File: src/rtl/data_memory_arbiter.sv
// Arbitrates the single-port data memory between the CPU MEM stage and the debug unit.
// CPU accesses pass through combinationally; debug accesses are acked one cycle after grant.
module data_memory_arbiter #(
    parameter int unsigned NB_DATA        = 32,
    parameter int unsigned NB_ADDR        = 32,
    parameter int unsigned MAX_CPU_STREAK = 8
) (
    input  logic               i_clock,
    input  logic               i_reset,
    input  logic               i_halt,
    input  logic               i_cpu_req,
    input  logic               i_cpu_we,
    input  logic [NB_ADDR-1:0] i_cpu_addr,
    input  logic [NB_DATA-1:0] i_cpu_wdata,
    output logic [NB_DATA-1:0] o_cpu_rdata,
    output logic               o_cpu_stall,
    input  logic               i_dbg_req,
    input  logic               i_dbg_we,
    input  logic [NB_ADDR-1:0] i_dbg_addr,
    input  logic [NB_DATA-1:0] i_dbg_wdata,
    output logic               o_dbg_ack,
    output logic [NB_DATA-1:0] o_dbg_rdata,
    output logic [NB_ADDR-1:0] o_mem_address,
    output logic [NB_DATA-1:0] o_mem_write_data,
    output logic               o_mem_read_enable,
    output logic               o_mem_write_enable,
    output logic               o_mem_valid,
    input  logic [NB_DATA-1:0] i_mem_read_data
);

    localparam logic [7:0] MaxStreak = 8'(MAX_CPU_STREAK);

    logic               ack_pending_q, ack_pending_d;
    logic [7:0]         streak_q, streak_d;
    logic [NB_DATA-1:0] dbg_rdata_q, dbg_rdata_d;

    logic dbg_eligible;
    logic grant_cpu;
    logic grant_dbg;

    // A debug request is not re-eligible during its own ack cycle.
    assign dbg_eligible = i_dbg_req & ~ack_pending_q;

    always_comb begin
        grant_cpu = 1'b0;
        grant_dbg = 1'b0;
        if (i_halt) begin
            grant_dbg = dbg_eligible;
        end else if (dbg_eligible && (streak_q == MaxStreak)) begin
            grant_dbg = 1'b1;
        end else if (i_cpu_req) begin
            grant_cpu = 1'b1;
        end else if (dbg_eligible) begin
            grant_dbg = 1'b1;
        end
    end

    always_comb begin
        o_mem_address      = '0;
        o_mem_write_data   = '0;
        o_mem_read_enable  = 1'b0;
        o_mem_write_enable = 1'b0;
        o_mem_valid        = 1'b0;
        if (grant_cpu) begin
            o_mem_address      = i_cpu_addr;
            o_mem_write_data   = i_cpu_wdata;
            o_mem_read_enable  = ~i_cpu_we;
            o_mem_write_enable = i_cpu_we;
            o_mem_valid        = 1'b1;
        end else if (grant_dbg) begin
            o_mem_address      = i_dbg_addr;
            o_mem_write_data   = i_dbg_wdata;
            o_mem_read_enable  = ~i_dbg_we;
            o_mem_write_enable = i_dbg_we;
            o_mem_valid        = 1'b1;
        end
    end

    assign o_cpu_rdata = (grant_cpu && !i_cpu_we) ? i_mem_read_data : '0;
    assign o_cpu_stall = i_cpu_req & ~i_halt & ~grant_cpu;
    assign o_dbg_ack   = ack_pending_q;
    assign o_dbg_rdata = dbg_rdata_q;

    always_comb begin
        ack_pending_d = grant_dbg;
        dbg_rdata_d   = dbg_rdata_q;
        streak_d      = streak_q;
        if (grant_dbg) begin
            streak_d = '0;
            if (!i_dbg_we) begin
                dbg_rdata_d = i_mem_read_data;
            end
        end else if (!i_dbg_req) begin
            streak_d = '0;
        end else if (grant_cpu && dbg_eligible && (streak_q != MaxStreak)) begin
            // Count only CPU grants that actually made a waiting debug request lose.
            streak_d = streak_q + 8'd1;
        end
    end

    always_ff @(posedge i_clock or negedge i_reset) begin
        if (!i_reset) begin
            ack_pending_q <= 1'b0;
            streak_q      <= '0;
            dbg_rdata_q   <= '0;
        end else begin
            ack_pending_q <= ack_pending_d;
            streak_q      <= streak_d;
            dbg_rdata_q   <= dbg_rdata_d;
        end
    end

endmodule

File: config.mk
export PLATFORM = sky130hd
export DESIGN_NAME = data_memory_arbiter
export DESIGN_NICKNAME = d
export VERILOG_FILES = /design/src/rtl/data_memory_arbiter.sv
export SDC_FILE = /design/constraint.sdc
export NUM_CORES = 1
export LEC_CHECK = 0
export ABC_AREA = 1
export CAP_MARGIN = 10
export CORE_AREA = 2 2 115 117
export CTS_CLUSTER_DIAMETER = 150
export DETAILED_ROUTE_END_ITERATION = 8
export DIE_AREA = 0 0 117 119
export GPL_ROUTABILITY_DRIVEN = 0
export PLACE_DENSITY = 0.67
export SYNTH_ARGS = -nofsm -noshare
export SYNTH_HDL_FRONTEND = slang
export SYNTH_SLANG_ARGS = --single-unit
File: constraint.sdc
create_clock -name i_clock -period 2.04 [get_ports i_clock]
set_input_delay 0.204 -clock i_clock [delete_from_list [all_inputs] [get_ports i_clock]]
set_output_delay 0.204 -clock i_clock [all_outputs]
set_load 0.1 [all_outputs]
==> results.ini, run 1 <==
[pwr]
p_leak_uw = 0.004038
finalPower_uw = 5758
p_per_area_nw_per_um2 = 669.8
vdd_drop_max_uv = 406.6

[logic_synthesis]
ys_warn_count = 0
synth.cell_area_um2 = 2938
synth-main-ff-cell = dfrtp_1
async_reset_ff_share_pct = 100.0
synth_cell_types = 20
ys_seq_elements = 41
yosys.area.top_type = nand2_1
synth_edf_count = 0
synth_seq_area_share_pct = 34.92
syn-num-nets = 669
synthTopCellsByCount = nand2_1 (278), nor2_1 (46), inv_1 (44), dfrtp_1 (41), nand3_1 (40)
yosysMostFrequentCell = nand2_1
syn_inst = 500
synth_top_cells_by_area = nand2_1 (36%), dfrtp_1 (35%), nand3_1 (6.8%), nor2_1 (5.9%), inv_1 (5.6%)
synth.avg_cell_area_um2 = 5.876
synth_top_area_share_pct = 35.52

[global_route]
grt_pass1_vias = 4438
grt_max_degree = 33
antenna_found_initial = 0
grt_pass1_wl_um = 23990
grt.busiest_layer = met2
track_usage_pct = 22.33
grt_overflow_total = 0
gr-usage-met1_pct = 27.46
grt_util_met3_pct = 5.140
gr-usage-met2_pct = 39.78

[finish]
final_layout_size_suffix_gt1_share_pct = 42.67
final_nets = 1000
nFillCells = 1005
regArea_um2 = 1031
antennaDiodeCount = 0
multi_input_area_um2 = 2357
postLayoutCellArea_um2 = 8597
syn_to_final_growth_pct = 192.6

[floorplanning]
core_um2 = 12870
rows = 42
die_y_um = 119
io_pins = 300
initial_core_util_pct = 22.82
dieArea_um2 = 13920
die_w_um = 117

[placed_design]
dpl_cell_area_um2 = 7615
pre_cts_ws_ns = -0.1784
dp_hpwl_um = 12360
io_buffers = 299

[critical_path]
crit_fanout = 7
cpPeakStageDelay_ns = 0.39
path_delay_family = buffers and inverters
rr_worst_depth = 11
path_class = reg2out
critPathRequiredTime_ns = 1.84
worst_path_max_delay_cell = dfrtp_1
start_kind = flop
crit_chain = inv_2, ha_4, nand3_4, nor2_4, nor2_4, nor2_4, buf_12, clkbuf_16, nand2_4, nand2_4, buf_12
crit_end = o_mem_write_data[18]
arrival_ns = 2.05
crit_buf_inv = 4
cp_num_cells = 11
r2r_start = streak_q[0]
cp-end-kind = output pin
reg2reg_slack_ns = 0.13
crit_start = streak_q[0]
cpMostUsedCell = nor2_4
reg2reg_to = o_dbg_rdata[7]

[timing]
fin_tns_setup_ns = -15.27
rsz0062_at_grt = yes
finalClockSkew_ns = 0.003781
finalWorstSetupSlack_ns = -0.2116
fin_crit_ns = 2.252
period_share_pct = 110.4
hold-worst-slack_ns = 0.4116
finalMaxSlewViolations = 0
clock.fmax_mhz = 444.1
setup-violations-final = 99
hold_viol = 0
worst_slew_pin_slew_ns = 0.4780
max-slew-margin-rel_pct = 68.13

[detailed_routing]
drtIter0Drc = 171
drc = 0
avgRoutedWirePerCell_um = 16.69
postRouteAntennaNets = 0
via_count = 4480
first_pass_iters = 5
wirelength_um = 16830
viasPerCell = 4.444

[status]
status = finished, violations left
violations = negative setup slack

[clocking]
htree_levels = 2
cts_tree = built
clock_latency_ns = 0.28
clkTransAtPathRegs_ns = 0.06
tritoncts.num_buffers = 5
ctsRootBufferMaster = clkbuf_16
clock_path_buffers = 2
clock_sinks = 41

[hold_path]
hold_path.class = in2async

[flow_run]
maxCapViolations = 0

through the flow:
stage                     instances  utilization (%)
after global routing           1008            66.77
after global placement          975            59.14
after detailed placement        975            59.14
after CTS                       998            63.65
final                          1008            66.77
after floorplan                 500                -
state kept, by name, summed over array words and instances, names as in the netlist:
| name | count |
|---|---|
| o_dbg_rdata | 32 |
| streak_q | 8 |
| o_dbg_ack | 1 |
where the power goes:
group	total, uW	switching [uW]	internal (uW)
Combinational	3820	2600	1220
Clock	915	304	611
Sequential	1020	78.0	943
worst register-to-register path, cell delays in order, from the launching register on:
cell	delay (ns)
dfrtp_1	0.39
inv_2	0.09
ha_4	0.14
nand3_4	0.08
buf_4	0.15
buf_4	0.12
buf_4	0.14
o21ai_4	0.14
nand3_2	0.12
buf_4	0.26
nand2_1	0.12
nand2_1	0.06
what timing repair did:
| item | in CTS | in global routing |
|---|---|---|
| pin swaps | 17 | 24 |
| hold buffers | 1 | 0 |
| buffers inserted | 6 | 4 |
| resized for setup | 37 | 70 |
| gates cloned | 8 | 6 |
| setup endpoints to repair | 98 | 130 |
| endpoints found under the hold margin | 20 | 0 |
placed cells by master, fill, tap and decap left out, types with 2 or more instances in the layout:
cell type / instances
buf_4: 59
buf_16: 9
inv_1: 41
inv_2: 5
o21ai_0: 4
clkdlybuf4s50_1: 165
nand3_1: 38
nand2_1: 165
nand2_2: 81
dfrtp_1: 39
nand4_1: 5
nor2_1: 13
nand2_4: 31
clkbuf_16: 9
o21ai_4: 2
buf_12: 106
xor2_1: 2
nor2_4: 36
buf_6: 4
metal layers:
layer	wire length (um)	vias up	part of all wire, %
li1	-	2170	-
met1	6488	2095	39
met2	8841	194	53
met3	1201	21	7.1
met4	295	0	1.8
met5	0	-	0
cells by family (layout without fill, tap and decap cells):
kind of cell,after synthesis,count (layout),share of synthesized area [%]
adder cells (fa/ha/maj),2,2,0.8517
AO/OA/AOI/OAI,7,7,1.320
buffers and inverters,73,405,11.20
flip-flops,41,41,34.92
AND/OR/NAND/NOR,375,375,51.11
XOR/XNOR,2,2,0.5964
cell type report:
| class | instances | area share, % |
|---|---|---|
| Multi-Input combinational cell | 386 | 27.42 |
| Sequential cell | 41 | 11.99 |
| Inverter | 47 | 2.052 |
| Timing Repair Buffer | 350 | 53.97 |
| Tap cell | 176 | 2.561 |
| Clock buffer | 7 | 1.659 |
| Clock inverter | 1 | 0.3493 |
how the worst min path moves through the flow:
stage / to / slack, ns / cells after the start
5_1_grt: o_dbg_rdata[26] / 0.46 / 2
3_5_place_dp: o_dbg_rdata[26] / 0.19 / 1
3_3_place_gp: o_dbg_rdata[26] / 0.18 / 1
6_report: o_dbg_rdata[26] / 0.41 / 2
2_1_floorplan: o_dbg_rdata[0] / -0.09 / 0
4_1_cts: o_dbg_rdata[26] / 0.42 / 2
(Power assumes the default switching activity.)
==> run 2: changes to the inputs <==
CTS_CLUSTER_DIAMETER = default   (was 150)
==> results of run 2 <==
Final layout, timing and power as in run 1 (identical DEF).
